**src/rtl/sd_crc_pkg.sv**
```systemverilog
// sd_crc_pkg: shared state type, SD CRC polynomials and lane slicing helper
// for the multi-lane CRC engine.
package sd_crc_pkg;
    typedef enum logic [1:0] {IDLE, DATA, TAIL, DONE} crc_state_t;
    localparam logic [7:0]  CRC7_GEN  = 8'h89;
    localparam logic [16:0] CRC16_GEN = 17'h11021;
    function automatic int lane_lsb(input int lane, input int len);
        return lane * len;
    endfunction
endpackage

```
**src/rtl/crc_lane_lfsr.sv**
```systemverilog
// crc_lane_lfsr: single-lane MSB-first CRC shift register with load and step
// controls; o_next exposes the value the register takes on the next edge.
module crc_lane_lfsr #(
    parameter int LEN = 16,
    parameter logic [LEN-1:0] POLY = 16'h1021,
    parameter logic [LEN-1:0] INIT = '0
) (
    input  logic           clk,
    input  logic           reset,
    input  logic           i_load,
    input  logic           i_step,
    input  logic           i_bit,
    output logic [LEN-1:0] o_crc,
    output logic [LEN-1:0] o_next
);
    logic [LEN-1:0] r_crc;
    logic           w_inv;
    always_comb begin
        w_inv  = i_bit ^ r_crc[LEN-1];
        o_next = i_load ? INIT
               : i_step ? {r_crc[LEN-2:0], 1'b0} ^ ({LEN{w_inv}} & POLY)
               : r_crc;
        o_crc  = r_crc;
    end
    always_ff @(posedge clk) begin
        r_crc <= reset ? '0 : o_next;
    end
endmodule

```
**src/rtl/crc_lane_engine.sv**
```systemverilog
// crc_lane_engine: CHANNELS lock-step CRC lanes with bit-count framing; either
// emits the CRC serially after the data or checks a received trailing CRC.
module crc_lane_engine
    import sd_crc_pkg::*;
#(
    parameter int LEN = 16,
    parameter logic [LEN:0] GEN = (LEN+1)'(LEN == 7 ? CRC7_GEN : CRC16_GEN),
    parameter int CHANNELS = 4,
    parameter logic [LEN-1:0] INIT = '0,
    parameter int CNT_W = 13
) (
    input  logic                     clk,
    input  logic                     reset,
    input  logic                     start,
    input  logic                     mode,
    input  logic [CNT_W-1:0]         data_bits,
    input  logic                     in_valid,
    input  logic [CHANNELS-1:0]      in_bits,
    input  logic                     out_ready,
    output logic                     out_valid,
    output logic [CHANNELS-1:0]      out_bits,
    output logic                     busy,
    output logic                     done,
    output logic                     crc_ok,
    output logic [CHANNELS-1:0]      crc_err_lanes,
    output logic [CHANNELS*LEN-1:0]  crc_value
);
    localparam int TW = $clog2(LEN + 1);

    crc_state_t                r_state;
    logic                      r_mode;
    logic                      r_ok;
    logic [CNT_W-1:0]          r_cnt;
    logic [TW-1:0]             r_tcnt;
    logic [CHANNELS*LEN-1:0]   r_emit;
    logic [CHANNELS-1:0]       r_err;
    logic [CHANNELS*LEN-1:0]   w_next;
    logic [CHANNELS*LEN-1:0]   w_shift;
    logic [CHANNELS-1:0]       w_res;
    logic                      w_load;
    logic                      w_step;
    logic                      w_ship;
    logic                      w_adv;

    always_comb begin
        w_load        = r_state == IDLE && start;
        w_step        = in_valid && (r_state == DATA || (r_state == TAIL && r_mode));
        w_ship        = r_state == TAIL && !r_mode && out_ready;
        w_adv         = w_ship || (r_state == TAIL && r_mode && in_valid);
        out_valid     = r_state == TAIL && !r_mode;
        busy          = r_state != IDLE;
        done          = r_state == DONE;
        crc_ok        = r_ok;
        crc_err_lanes = r_err;
    end

    for (genvar i = 0; i < CHANNELS; i++) begin : g_lane
        crc_lane_lfsr #(.LEN(LEN), .POLY(GEN[LEN-1:0]), .INIT(INIT)) u_lfsr (
            .clk    (clk),
            .reset  (reset),
            .i_load (w_load),
            .i_step (w_step),
            .i_bit  (in_bits[i]),
            .o_crc  (crc_value[lane_lsb(i, LEN) +: LEN]),
            .o_next (w_next[lane_lsb(i, LEN) +: LEN])
        );
        always_comb begin
            w_shift[lane_lsb(i, LEN) +: LEN] = {r_emit[lane_lsb(i, LEN) +: LEN-1], 1'b0};
            w_res[i]    = |w_next[lane_lsb(i, LEN) +: LEN];
            out_bits[i] = out_valid & r_emit[lane_lsb(i, LEN) + LEN - 1];
        end
    end

    // The emit register captures the LFSR value being written on the edge that
    // enters TAIL, so the first CRC bit is presented in the first TAIL cycle.
    always_ff @(posedge clk) begin
        if (reset) begin
            r_state <= IDLE;
            r_mode  <= 1'b0;
            r_cnt   <= '0;
            r_tcnt  <= '0;
            r_emit  <= '0;
            r_ok    <= 1'b0;
            r_err   <= '0;
        end else begin
            case (r_state)
                IDLE: if (start) begin
                    r_mode  <= mode;
                    r_cnt   <= data_bits;
                    r_ok    <= 1'b0;
                    r_err   <= '0;
                    r_emit  <= w_next;
                    r_tcnt  <= TW'(LEN);
                    r_state <= data_bits == '0 ? TAIL : DATA;
                end
                DATA: if (in_valid) begin
                    r_cnt <= r_cnt - 1'b1;
                    if (r_cnt == CNT_W'(1)) begin
                        r_state <= TAIL;
                        r_emit  <= w_next;
                        r_tcnt  <= TW'(LEN);
                    end
                end
                TAIL: if (w_adv) begin
                    r_tcnt <= r_tcnt - 1'b1;
                    if (w_ship) r_emit <= w_shift;
                    if (r_tcnt == TW'(1)) begin
                        r_state <= DONE;
                        r_err   <= r_mode ? w_res : '0;
                        r_ok    <= !r_mode || w_res == '0;
                    end
                end
                DONE: r_state <= IDLE;
                default: r_state <= IDLE;
            endcase
        end
    end
endmodule

```
**config.mk**
```make
export PLATFORM = sky130hd
export DESIGN_NAME = crc_lane_engine
export DESIGN_NICKNAME = d
export VERILOG_FILES = /design/src/rtl/sd_crc_pkg.sv /design/src/rtl/crc_lane_lfsr.sv /design/src/rtl/crc_lane_engine.sv
export SDC_FILE = /design/constraint.sdc
export NUM_CORES = 1
export LEC_CHECK = 0
export ABC_AREA = 0
export CORE_MARGIN = 5
export CORE_UTILIZATION = 55
export CTS_CLUSTER_SIZE = 30
export DETAILED_ROUTE_END_ITERATION = 10
export GPL_TIMING_DRIVEN = 1
export HOLD_SLACK_MARGIN = 0.15
export PLACE_DENSITY_LB_ADDON = 0.08
export SYNTH_ARGS = -nofsm -noshare
export SYNTH_HDL_FRONTEND = slang
export SYNTH_SLANG_ARGS = --single-unit
```
**constraint.sdc**
```tcl
create_clock -name clk -period 3.3 [get_ports clk]
set_input_delay 0.66 -clock clk [delete_from_list [all_inputs] [get_ports clk]]
set_output_delay 0.66 -clock clk [all_outputs]
set_load 0.05 [all_outputs]
```
After elaboration in Yosys (flattened, before gate mapping)
Index checks and enable logic that the tools add are counted.
- register bits: 154
- input bits: 23
- output and inout bits: 76
- logic and storage cells: 101
- $add $sub $neg: 2
- eq/ne operators: 11
- multiplexer cells: 38
- bitwise gates (word level): 12
- reductions and logical operators: 27
- operators by type and width (kind ; number):
    $mux 64 ; 5
    $pmux 64 s3 ; 1
    $mux 16 ; 8
    $reduce_or 16->1 ; 4
    $xor 16x13->16 ; 4
    $mux 13 ; 2
    $pmux 13 s2 ; 1
    $mux 5 ; 4
    $mux 4 ; 4
    $pmux 5 s3 ; 1
    $eq 13x1->1 const B ; 1
    $logic_not 13->1 ; 1
    $sub 13x1->13 const B ; 1
    $mux 2 ; 6
    $reduce_and 5->1 ; 2
    $ne 2x2->1 const B ; 4
    $pmux 2 s4 ; 1
    $pmux 4 s2 ; 1
    $logic_and 1x1->1 ; 6
    $reduce_and 6->1 ; 1
    $reduce_bool 2->1 ; 3
    $eq 5x1->1 const B ; 1
    $sub 5x1->5 const B ; 1
    $and 1x1->1 ; 4
    14 further kinds ; 23

Logic depth before layout (Yosys ltp)
Gate-level depths: netlist of the first run.
- depth after elaboration: 12
- depth in mapped cells: 11
- depth with buffers taken out: 8

Cells and area by module
From an unflattened synthesis of the first run, not the netlist that was laid out.
- cell total of the unflattened synthesis: 824
- area total of the unflattened synthesis: 7846.3 µm²
- by module, submodules not included (module ; instances ; cells an instance ; area an instance (µm²) ; seq. area each (µm²)):
    crc_lane_engine ; 1 ; 528 ; 4928.5 ; 1801.7
    crc_lane_lfsr ; 4 ; 74 ; 729.4 ; 320.3

Worst setup path after synthesis of the first run
OpenSTA, ideal clock, no wires.
- kind: register to output
- start point: register r_state[0]
- end point: output out_bits[0]
- data arrival time: 2189 ps
- data required time: 2640 ps
- setup slack: 451 ps
- cell stages (with the launch flop): 7
- cells stage by stage: dfxtp_1 inv_1 ha_1 inv_2 buf_2 nor2_1 and2_1
- longest elaborated chain between the ends: 3
- ends and longest elaborated chain (element ; line ; text):
    start, declared ; crc_lane_engine.sv:30 ; crc_state_t r_state;
    start signal, assigned ; crc_lane_engine.sv:94 ; r_state <= data_bits == '0 ? TAIL : DATA;
    $eq 2x2->1 ; crc_lane_engine.sv:50 ; out_valid = r_state == TAIL && !r_mode;
    $logic_and 1x1->1 ; crc_lane_engine.sv:50 ;
    via out_valid ; crc_lane_engine.sv:20 ; output logic out_valid,
    $and 1x1->1 ; crc_lane_engine.sv:70 ; out_bits[i] = out_valid & r_emit[lane_lsb(i, LEN) + LEN - 1];
    end, declared ; crc_lane_engine.sv:21 ; output logic [CHANNELS-1:0] out_bits,
The timed path passes the listed nets, and every way through them passes these cells.

Worst setup path in the final report of the first run
- start point: register r_state[1]
- end point: output busy
- longest elaborated chain between the ends: 1
- ends and longest elaborated chain (element ; line ; text):
    $reduce_bool 2->1 ; crc_lane_engine.sv:51 ; busy = r_state != IDLE;
    end, declared ; crc_lane_engine.sv:22 ; output logic busy,
No other way between the ends.

==> results of run 1 <==
cell usage after synthesis, types with 3 or more instances:
| cell | number |
|---|---|
| and2_1 | 6 |
| a21oi_1 | 31 |
| mux2i_1 | 68 |
| nor4b_1 | 3 |
| o22ai_1 | 5 |
| a211oi_1 | 17 |
| buf_4 | 5 |
| nor3b_1 | 3 |
| nor2_1 | 99 |
| nand2b_1 | 4 |
| nor4_1 | 14 |
| o21a_1 | 4 |
| xor2_1 | 11 |
| a31oi_1 | 3 |
| nor3_1 | 125 |
| buf_2 | 14 |
| a22oi_1 | 6 |
| nand4_1 | 4 |
| nor3_2 | 10 |
| nand3b_1 | 3 |
| clkbuf_1 | 46 |
| o311a_1 | 49 |
| dfxtp_1 | 154 |
| ha_1 | 9 |
| buf_6 | 4 |
| o211a_1 | 3 |
| inv_1 | 10 |
| o31ai_1 | 6 |
| buf_1 | 5 |
| nand2_1 | 81 |
| or4_1 | 6 |
| o21ai_0 | 11 |
| nand3_1 | 5 |
where the power goes:
part	internal [W]	total (W)	switching [W]
combinational	0.00119	0.00298	0.00179
clock	0.00144	0.00224	0.000796
sequential	0.00218	0.00241	0.000228
total	0.00481	0.00763	0.00282
layout by cell type (no fill, tap or decap), drive strengths merged, types with 3 or more instances in the layout:
| master | netlist | layout |
|---|---|---|
| o31ai | 6 | 6 |
| nor2 | 100 | 100 |
| xor2 | 11 | 11 |
| clkinvlp | 0 | 3 |
| nand3 | 5 | 5 |
| nor3b | 3 | 3 |
| buf | 28 | 27 |
| dfxtp | 154 | 154 |
| inv | 12 | 13 |
| o311a | 49 | 49 |
| a211oi | 17 | 17 |
| ha | 9 | 9 |
| o21ai | 12 | 12 |
| o21a | 4 | 4 |
| nand4 | 4 | 4 |
| clkbuf | 46 | 18 |
| a22oi | 6 | 6 |
| mux2i | 68 | 68 |
| or2 | 3 | 3 |
| or4 | 6 | 6 |
| a21oi | 33 | 33 |
| nor4b | 3 | 3 |
| and2 | 6 | 6 |
| clkdlybuf4s50 | 0 | 92 |
| nand2b | 4 | 4 |
| nand2 | 81 | 81 |
| bufinv | 0 | 6 |
| o22ai | 5 | 5 |
| nor4 | 14 | 14 |
| nor3 | 136 | 136 |
| nand3b | 3 | 3 |
| o211a | 3 | 3 |
| a31oi | 3 | 3 |
| clkinv | 0 | 4 |
per-stage QoR:
step / cell area [um2] / hold WS (ns) / std cells / setup WS, ns / utilization
6_report: 9210 / 0.475 / 1110 / 0.452 / 0.696
3_5_place_dp: 8530 / 0.467 / 1078 / 0.385 / 0.644
4_1_cts: 9210 / 0.479 / 1110 / 0.428 / 0.696
5_1_grt: 9210 / 0.513 / 1110 / 0.330 / 0.696
2_1_floorplan: 7400 / 0.445 / 857 / 0.451 / -
3_3_place_gp: 8530 / 0.462 / 1078 / 0.482 / 0.644
cells by family (layout without fill, tap and decap cells):
logic type	count (synthesis)	in the layout
XOR/XNOR	12	12
flip-flops	154	154
buffers and inverters	86	163
AO/OA/AOI/OAI	152	152
adder cells (fa/ha/maj)	9	9
AND/OR/NAND/NOR	374	374
multiplexers	70	70
state kept, by name (all words and copies together), names as in the netlist:
register / count
r_mode: 1
r_cnt: 13
r_state: 2
g_lane.u_lfsr.o_crc: 64
r_emit: 64
crc_err_lanes: 4
r_tcnt: 5
crc_ok: 1
final cells by class:
cell class	count	area, um2
clock inverters	14	243
multi-input cells	617	3950
fillers	1084	4030
flip-flops and latches	154	3080
well taps	176	220
clock buffers	18	439
repair buffers	119	1240
inverters	12	45.0
layer usage:
metal / share of wire / GRT usage
met3: 0.054 / 0.0474
met2: 0.47 / 0.399
met1: 0.45 / 0.323
met4: 0.026 / 0.0940
met5: 0 / 0
worst register-to-register path, stage by stage, from the launching register on:
cell,delay [ns]
dfxtp_1,0.41
inv_1,0.13
ha_1,0.31
inv_1,0.39
a41oi_1,0.16
or2_1,0.30
a21oi_4,0.19
buf_12,0.29
o311a_1,0.28
nor3_1,0.04
worst max-delay path by stage:
stage	cells past startpoint	end	slack, ns	startpoint
after global placement	8	r_emit[42]$_SDFFE_PP0P_	0.48	in_valid
after floorplan	6	out_bits[0]	0.45	r_state[0]$_SDFFE_PP0P_
after CTS	4	busy	0.43	r_state[0]$_SDFFE_PP0P_
after global routing	4	busy	0.33	r_state[0]$_SDFFE_PP0P_
after detailed placement	8	r_emit[29]$_SDFFE_PP0P_	0.39	in_valid
final	4	busy	0.45	r_state[1]$_SDFFE_PP0P_
==> flow_summary.json, run 1 <==
{
  "drv_cap": 0,
  "ys_seq_elements": 154,
  "numCtsBuffers": 17,
  "final_hold_viol_count": 0,
  "syn_to_final_growth_pct": 24.4,
  "grt_pass1_wl_um": 32500,
  "yosys.area.top_type_share": 0.416,
  "ant_nets": 0,
  "cp_slowest_cell": "clkdlybuf4s50_1",
  "max_freq_mhz": 351,
  "r2r_cells": 9,
  "nNetsFinal": 953,
  "clock_latency_ns": 0.42,
  "synth_top_area_cell": "dfxtp_1",
  "slew_viol_final": 0,
  "viasPerCell": 6.05,
  "cts.sinks": 154,
  "synth_cells": 857,
  "io_buffer_count": 98,
  "path_common_cell": "inv_1",
  "max_stage_delay_ns": 0.81,
  "critical_path_class": "flip-flop to primary output",
  "setup_viol": 0,
  "yosys_warnings": 0,
  "cp_max_fo": 8,
  "synth_adder_area_share": 0.0152,
  "drive_above_1_share": 0.0867,
  "cts_max_path_buffers": 2,
  "antenna_found_initial": 0,
  "synth_top_family_by_area": "simple AND/OR/NAND/NOR gates",
  "fp.dieW_um": 126,
  "rows": 42,
  "critical_path_buf_inv_count": 3,
  "grt_remaining_overflow": 0,
  "yosys.cell_types.count": 59,
  "post_drt_wl_per_cell_um": 17.6,
  "htreeDepth": 4,
  "drc": 0,
  "whs_endpoint": "r_emit[48]$_SDFFE_PP0P_",
  "dp_hpwl_um": 13000,
  "start_kind": "flip-flop",
  "maxSlewHeadroom": 0.401,
  "ctsResizeCount": 0,
  "cts_root_buf": "clkbuf_16",
  "ctsHoldBuffers": 0,
  "synth-simple-area-share": 0.244,
  "r2r_start": "r_state[1]$_SDFFE_PP0P_",
  "fin_crit_ns": 2.85,
  "path_clk_slew_ns": 0.06,
  "initialDrtViolationCount": 530,
  "grt_max_degree": 87,
  "yosysSeqAreaShare": 0.416,
  "hp-class": "flip-flop to flip-flop",
  "synth_edf_count": 0,
  "peakVddDrop_v": 0.000491,
  "worst_slew_pin_slew_ns": 0.890,
  "synth.mux.area_fraction": 0.0950,
  "grt_pass1_vias": 6572,
  "core_um2": 13200,
  "fin_crit_sh": 0.863,
  "status": "finished clean",
  "drt-total-wl_um": 19500,
  "die_h_um": 126,
  "power.static_leakage_nw": 3.27,
  "crit_chain": "inv_1 -> ha_1 -> inv_1 -> clkdlybuf4s50_1",
  "p_per_area_nw_per_um2": 828,
  "worst_setup_path_end_kind": "primary output",
  "r2r_end": "r_emit[29]$_SDFFE_PP0P_",
  "synth_compound_area_frac": 0.161,
  "finClkSkew_ns": 0.00647,
  "gp_congestion": 0.853,
  "drtPass1Iterations": 6,
  "rsz0062_at_grt": "false",
  "io_pins": 99,
  "cts_tree": "done",
  "n_antenna_cell": 0,
  "finalPower_w": 0.00763,
  "syn-num-nets": 889,
  "tns_ns": 0,
  "cp.required_ns": 2.64,
  "synth_xor_area_frac": 0.0162,
  "crit_family": "buffers and inverters",
  "syn_avg_cell_area_um2": 8.64,
  "num_vias": 6719,
  "hold_depth": 2,
  "crit_arrival_ns": 2.19,
  "initial_core_util": 0.559,
  "syn-cell-area_um2": 7400,
  "post_cts_buffers": 0,
  "dieArea_um2": 15900,
  "hold_start": "r_emit[48]$_SDFFE_PP0P_",
  "grt_usage": 0.245,
  "async_reset_ff_frac": 0,
  "r2r_slack_ns": 0.67,
  "synth_area_leaders": "dfxtp_1 (42%), mux2i_1 (9.2%), nor3_1 (8.4%)",
  "ys.flop_type": "dfxtp_1"
}
(Power assumes the default switching activity.)
==> inputs of run 2 (changes only) <==
--- a/config.mk
+++ b/config.mk
@@ -7,7 +7,7 @@
 export LEC_CHECK = 0
 export ABC_AREA = 0
 export CORE_MARGIN = 5
-export CORE_UTILIZATION = 55
+export CORE_UTILIZATION = 50
 export CTS_CLUSTER_SIZE = 30
 export DETAILED_ROUTE_END_ITERATION = 10
 export GPL_TIMING_DRIVEN = 1
==> flow_summary.json, run 2 (synthesis gave the netlist of run 1 again) <==
{
  "tns_ns": 0,
  "ctsHoldBuffers": 0,
  "path_clk_slew_ns": 0.06,
  "busiest_layer": "met2",
  "fp.dieW_um": 132,
  "drc": 0,
  "cts.sinks": 154,
  "core_um2": 14500,
  "grt_use_met3": 0.0635,
  "viasPerCell": 6.05,
  "n_antenna_cell": 0,
  "max_freq_mhz": 346,
  "io_pins": 99,
  "clock_latency_ns": 0.43,
  "max_stage_delay_ns": 0.82,
  "met2_usage": 0.375,
  "crit_arrival_ns": 2.23,
  "gp_congestion": 0.816,
  "dieArea_um2": 17300,
  "hp-class": "flip-flop to flip-flop",
  "fin_crit_ns": 2.89,
  "setup_viol": 0,
  "drtPass1Iterations": 5,
  "power.static_leakage_nw": 3.26,
  "cts_max_path_buffers": 2,
  "maxSlewHeadroom": 0.430,
  "status": "finished clean",
  "initialDrtViolationCount": 603,
  "die_h_um": 132,
  "finClkSkew_ns": 0.00748,
  "grt_remaining_overflow": 0,
  "cp_slowest_cell": "clkdlybuf4s50_1",
  "ctsResizeCount": 0,
  "dp_hpwl_um": 13200,
  "cp.required_ns": 2.64,
  "layout_common_cells": "dfxtp_1 (154), nor3_1 (125), nor2_1 (99)",
  "p_per_area_nw_per_um2": 814,
  "initial_core_util": 0.509,
  "cts_tree": "done",
  "worst_setup_path_end_kind": "primary output",
  "syn_to_final_growth_pct": 24.3,
  "cts_root_buf": "clkbuf_16",
  "worst_slew_pin_slew_ns": 0.856,
  "crit_chain": "inv_1 -> ha_1 -> inv_1 -> clkdlybuf4s50_1",
  "post_cts_buffers": 0,
  "cp_max_fo": 8,
  "num_vias": 6753,
  "place_area_um2": 8560,
  "grt_pass1_vias": 6580,
  "critical_path_buf_inv_count": 3,
  "layout_commonest_cell": "dfxtp_1",
  "slew_viol_final": 0,
  "final_hold_viol_count": 0,
  "fin_crit_sh": 0.876,
  "nNetsFinal": 951,
  "rsz0062_at_grt": "false",
  "grt_pass1_wl_um": 33500,
  "peakVddDrop_v": 0.000552,
  "antenna_found_initial": 0,
  "htreeDepth": 4,
  "crit_family": "buffers and inverters",
  "start_kind": "flip-flop",
  "drive_above_1_share": 0.0826,
  "numCtsBuffers": 17,
  "io_buffer_count": 98,
  "ant_nets": 0,
  "critical_path_class": "flip-flop to primary output",
  "drt-total-wl_um": 19800,
  "drv_cap": 0,
  "rows": 44,
  "grt_max_degree": 74,
  "postLayoutCellArea_um2": 9200,
  "grt_usage": 0.229,
  "post_drt_wl_per_cell_um": 17.7,
  "met1_usage": 0.292,
  "path_common_cell": "inv_1"
}
run 2: final timing paths:
| check | from | end | slack (ns) | depth (start not counted) |
|---|---|---|---|---|
| min reg2reg | r_emit[48]$_SDFFE_PP0P_ | r_emit[48]$_SDFFE_PP0P_ | 0.47 | 2 |
| max | r_state[0]$_SDFFE_PP0P_ | busy | 0.41 | 4 |
| min | r_emit[48]$_SDFFE_PP0P_ | r_emit[48]$_SDFFE_PP0P_ | 0.47 | 2 |
| max reg2reg | r_state[1]$_SDFFE_PP0P_ | r_emit[20]$_SDFFE_PP0P_ | 0.79 | 10 |
run 2: final cells by class:
| cell class | count | area [um2] |
|---|---|---|
| clock buffers | 22 | 474 |
| clock inverters | 10 | 164 |
| fillers | 1266 | 5330 |
| inverters | 12 | 45.0 |
| multi-input cells | 617 | 3950 |
| flip-flops and latches | 154 | 3080 |
| well taps | 184 | 230 |
| repair buffers | 117 | 1260 |
run 2: metrics by stage:
stage	utilization	setup slack, ns	std cells	hold WS, ns	power (W)
floorplan	-	0.451	857	0.445	0.00480
global placement	0.589	0.457	1084	0.463	0.00529
detailed placement	0.589	0.332	1084	0.459	0.00540
CTS	0.633	0.413	1116	0.470	0.00751
global route	0.633	0.354	1116	0.491	0.00799
finish	0.633	0.409	1116	0.470	0.00749
run 2: worst register-to-register path: stages, from the launching register on:
cell and delay (ns):
dfxtp_1 0.39, inv_1 0.12, ha_1 0.29, buf_4 0.25, inv_1 0.09, a41oi_1 0.09, or2_1 0.32, a21oi_4 0.19
buf_12 0.31, o311a_1 0.26, nor3_2 0.04
run 2: report_power, final:
group / switching [W] / total, W / internal [W]
Clock: 0.000766 / 0.00209 / 0.00133
Sequential: 0.000223 / 0.00240 / 0.00218
Combinational: 0.00179 / 0.00300 / 0.00120
run 2: routing by layer:
| layer | routed length (um) | share of wire | vias up |
|---|---|---|---|
| met4 | 471 | 0.024 | 0 |
| met5 | 0 | 0 | - |
| met3 | 996 | 0.050 | 39 |
| met1 | 8710 | 0.44 | 3276 |
| li1 | - | - | 3260 |
| met2 | 9610 | 0.49 | 178 |
==> inputs of run 3 (changes only) <==
--- a/config.mk
+++ b/config.mk
@@ -6,13 +6,14 @@
 export NUM_CORES = 1
 export LEC_CHECK = 0
 export ABC_AREA = 0
-export CORE_MARGIN = 5
+export CORE_MARGIN = 3
 export CORE_UTILIZATION = 50
 export CTS_CLUSTER_SIZE = 30
 export DETAILED_ROUTE_END_ITERATION = 10
 export GPL_TIMING_DRIVEN = 1
 export HOLD_SLACK_MARGIN = 0.15
-export PLACE_DENSITY_LB_ADDON = 0.08
+export PLACE_DENSITY = 0.74
+export SETUP_SLACK_MARGIN = 0.5
 export SYNTH_ARGS = -nofsm -noshare
 export SYNTH_HDL_FRONTEND = slang
 export SYNTH_SLANG_ARGS = --single-unit
==> flow_summary.json, run 3 (synthesis gave the netlist of run 1 again) <==
{
  "status": "finished clean",
  "tns_ns": 0,
  "power.static_leakage_nw": 3.25,
  "dieArea_um2": 16300,
  "critical_path_buf_inv_count": 3,
  "clock_latency_ns": 0.43,
  "r2r_slack_ns": 0.86,
  "n_antenna_cell": 0,
  "io_pins": 99,
  "drive_above_1_share": 0.0877,
  "finClkSkew_ns": 0.00682,
  "ant_nets": 0,
  "hp-class": "flip-flop to flip-flop",
  "rows": 43,
  "grt_use_met3": 0.0483,
  "cp.required_ns": 2.64,
  "io_buffer_count": 98,
  "syn_to_final_growth_pct": 23.8,
  "utilization": 0.646,
  "fin_cells": 1115,
  "busiest_layer": "met2",
  "dp_hpwl_um": 12500,
  "nNetsFinal": 956,
  "numCtsBuffers": 17,
  "viasPerCell": 5.97,
  "r2r_end": "r_emit[7]$_SDFFE_PP0P_",
  "crit_family": "simple AND/OR/NAND/NOR gates",
  "core_um2": 14200,
  "drt-total-wl_um": 19000,
  "worst_slew_pin_slew_ns": 0.809,
  "fp.dieW_um": 128,
  "drv_cap": 0,
  "cts_root_buf": "clkbuf_16",
  "layout_commonest_cell": "dfxtp_1",
  "cp_slowest_cell": "dfxtp_1",
  "grt_max_degree": 71,
  "grt_usage": 0.231,
  "grt_remaining_overflow": 0,
  "cp_max_fo": 11,
  "htreeDepth": 4,
  "drtPass1Iterations": 6,
  "initial_core_util": 0.521,
  "fin_crit_sh": 0.800,
  "path_clk_slew_ns": 0.06,
  "met1_usage": 0.316,
  "setup_viol": 0,
  "num_vias": 6662,
  "max_stage_delay_ns": 0.35,
  "slew_viol_final": 0,
  "worst_setup_path_end_kind": "primary output",
  "drc": 0,
  "rsz0062_at_grt": "false",
  "hold_depth": 2,
  "p_per_area_nw_per_um2": 802,
  "grt_pass1_vias": 6120,
  "crit_arrival_ns": 1.98,
  "layout_common_cells": "dfxtp_1 (154), nor3_1 (125), nor2_1 (98)",
  "met2_usage": 0.363,
  "post_drt_wl_per_cell_um": 17.0,
  "r2r_start": "r_state[1]$_SDFFE_PP0P_",
  "initialDrtViolationCount": 579,
  "whs_endpoint": "crc_err_lanes[1]$_SDFFE_PP0P_",
  "critical_path_class": "flip-flop to primary output",
  "final_hold_viol_count": 0,
  "cts_max_path_buffers": 2,
  "grt_pass1_wl_um": 30700,
  "placed_cells": 1085,
  "hold_start": "crc_err_lanes[1]$_SDFFE_PP0P_",
  "r2r_cells": 10,
  "peakVddDrop_v": 0.000441,
  "maxSlewHeadroom": 0.456,
  "ctsHoldBuffers": 0,
  "cts_tree": "done",
  "die_h_um": 128,
  "post_cts_buffers": 0,
  "cts.sinks": 154,
  "fin_crit_ns": 2.64,
  "max_freq_mhz": 379,
  "crit_chain": "inv_1 -> ha_4 -> inv_2 -> nor2_4 -> and2_1 -> buf_12",
  "start_kind": "flip-flop",
  "gp_congestion": 0.815,
  "antenna_found_initial": 0
}
## run 3: worst max path at each step
stage / from / end / cells past startpoint
6_report: r_state[0]$_SDFFE_PP0P_ / out_bits[1] / 6
5_1_grt: r_state[0]$_SDFFE_PP0P_ / out_bits[1] / 6
4_1_cts: r_state[0]$_SDFFE_PP0P_ / out_bits[1] / 6
3_5_place_dp: in_valid / r_emit[25]$_SDFFE_PP0P_ / 8
3_3_place_gp: in_valid / r_emit[18]$_SDFFE_PP0P_ / 8
2_1_floorplan: r_state[0]$_SDFFE_PP0P_ / out_bits[0] / 6
## run 3: final cells by class
| type | instances | area (um2) |
|---|---|---|
| clock buffer | 19 | 443 |
| clock inverter | 11 | 148 |
| fill | 1200 | 5030 |
| inverter | 12 | 45.0 |
| multi-input combinational | 617 | 3960 |
| sequential | 154 | 3080 |
| tap | 180 | 225 |
| timing repair buffer | 122 | 1270 |
## run 3: per-layer routing
layer,share of wire,wire (um)
met3,0.057,1070
met1,0.46,8650
met4,0.016,303
met5,0,0
met2,0.47,8930
## run 3: stage by stage
step	setup slack (ns)	hold slack (ns)	area [um2]	total power, W
after floorplan	0.742	0.445	7410	0.00480
after global placement	0.340	0.449	8570	0.00533
after detailed placement	0.308	0.461	8570	0.00538
after CTS	0.500	0.469	9160	0.00738
after global routing	0.559	0.494	9170	0.00782
final	0.659	0.468	9170	0.00735
## run 3: where the power goes
part           internal, W  switching [W]
Combinational      0.00121        0.00178
Clock              0.00120       0.000762
Sequential         0.00218       0.000222
## run 3: repair_timing
item	CTS	global route
setup endpoints to repair	1	4
resized for setup	1	1
endpoints found under the hold margin	0	0
## run 3: worst reg2reg max path, stage by stage, from the launching register on
cell and delay, ns:
dfxtp_1 0.41, inv_1 0.12, ha_1 0.27, buf_4 0.25, inv_1 0.10, a41oi_1 0.08, or2_1 0.30, a21oi_4 0.19
buf_12 0.29, o311a_1 0.26, nor3_1 0.05
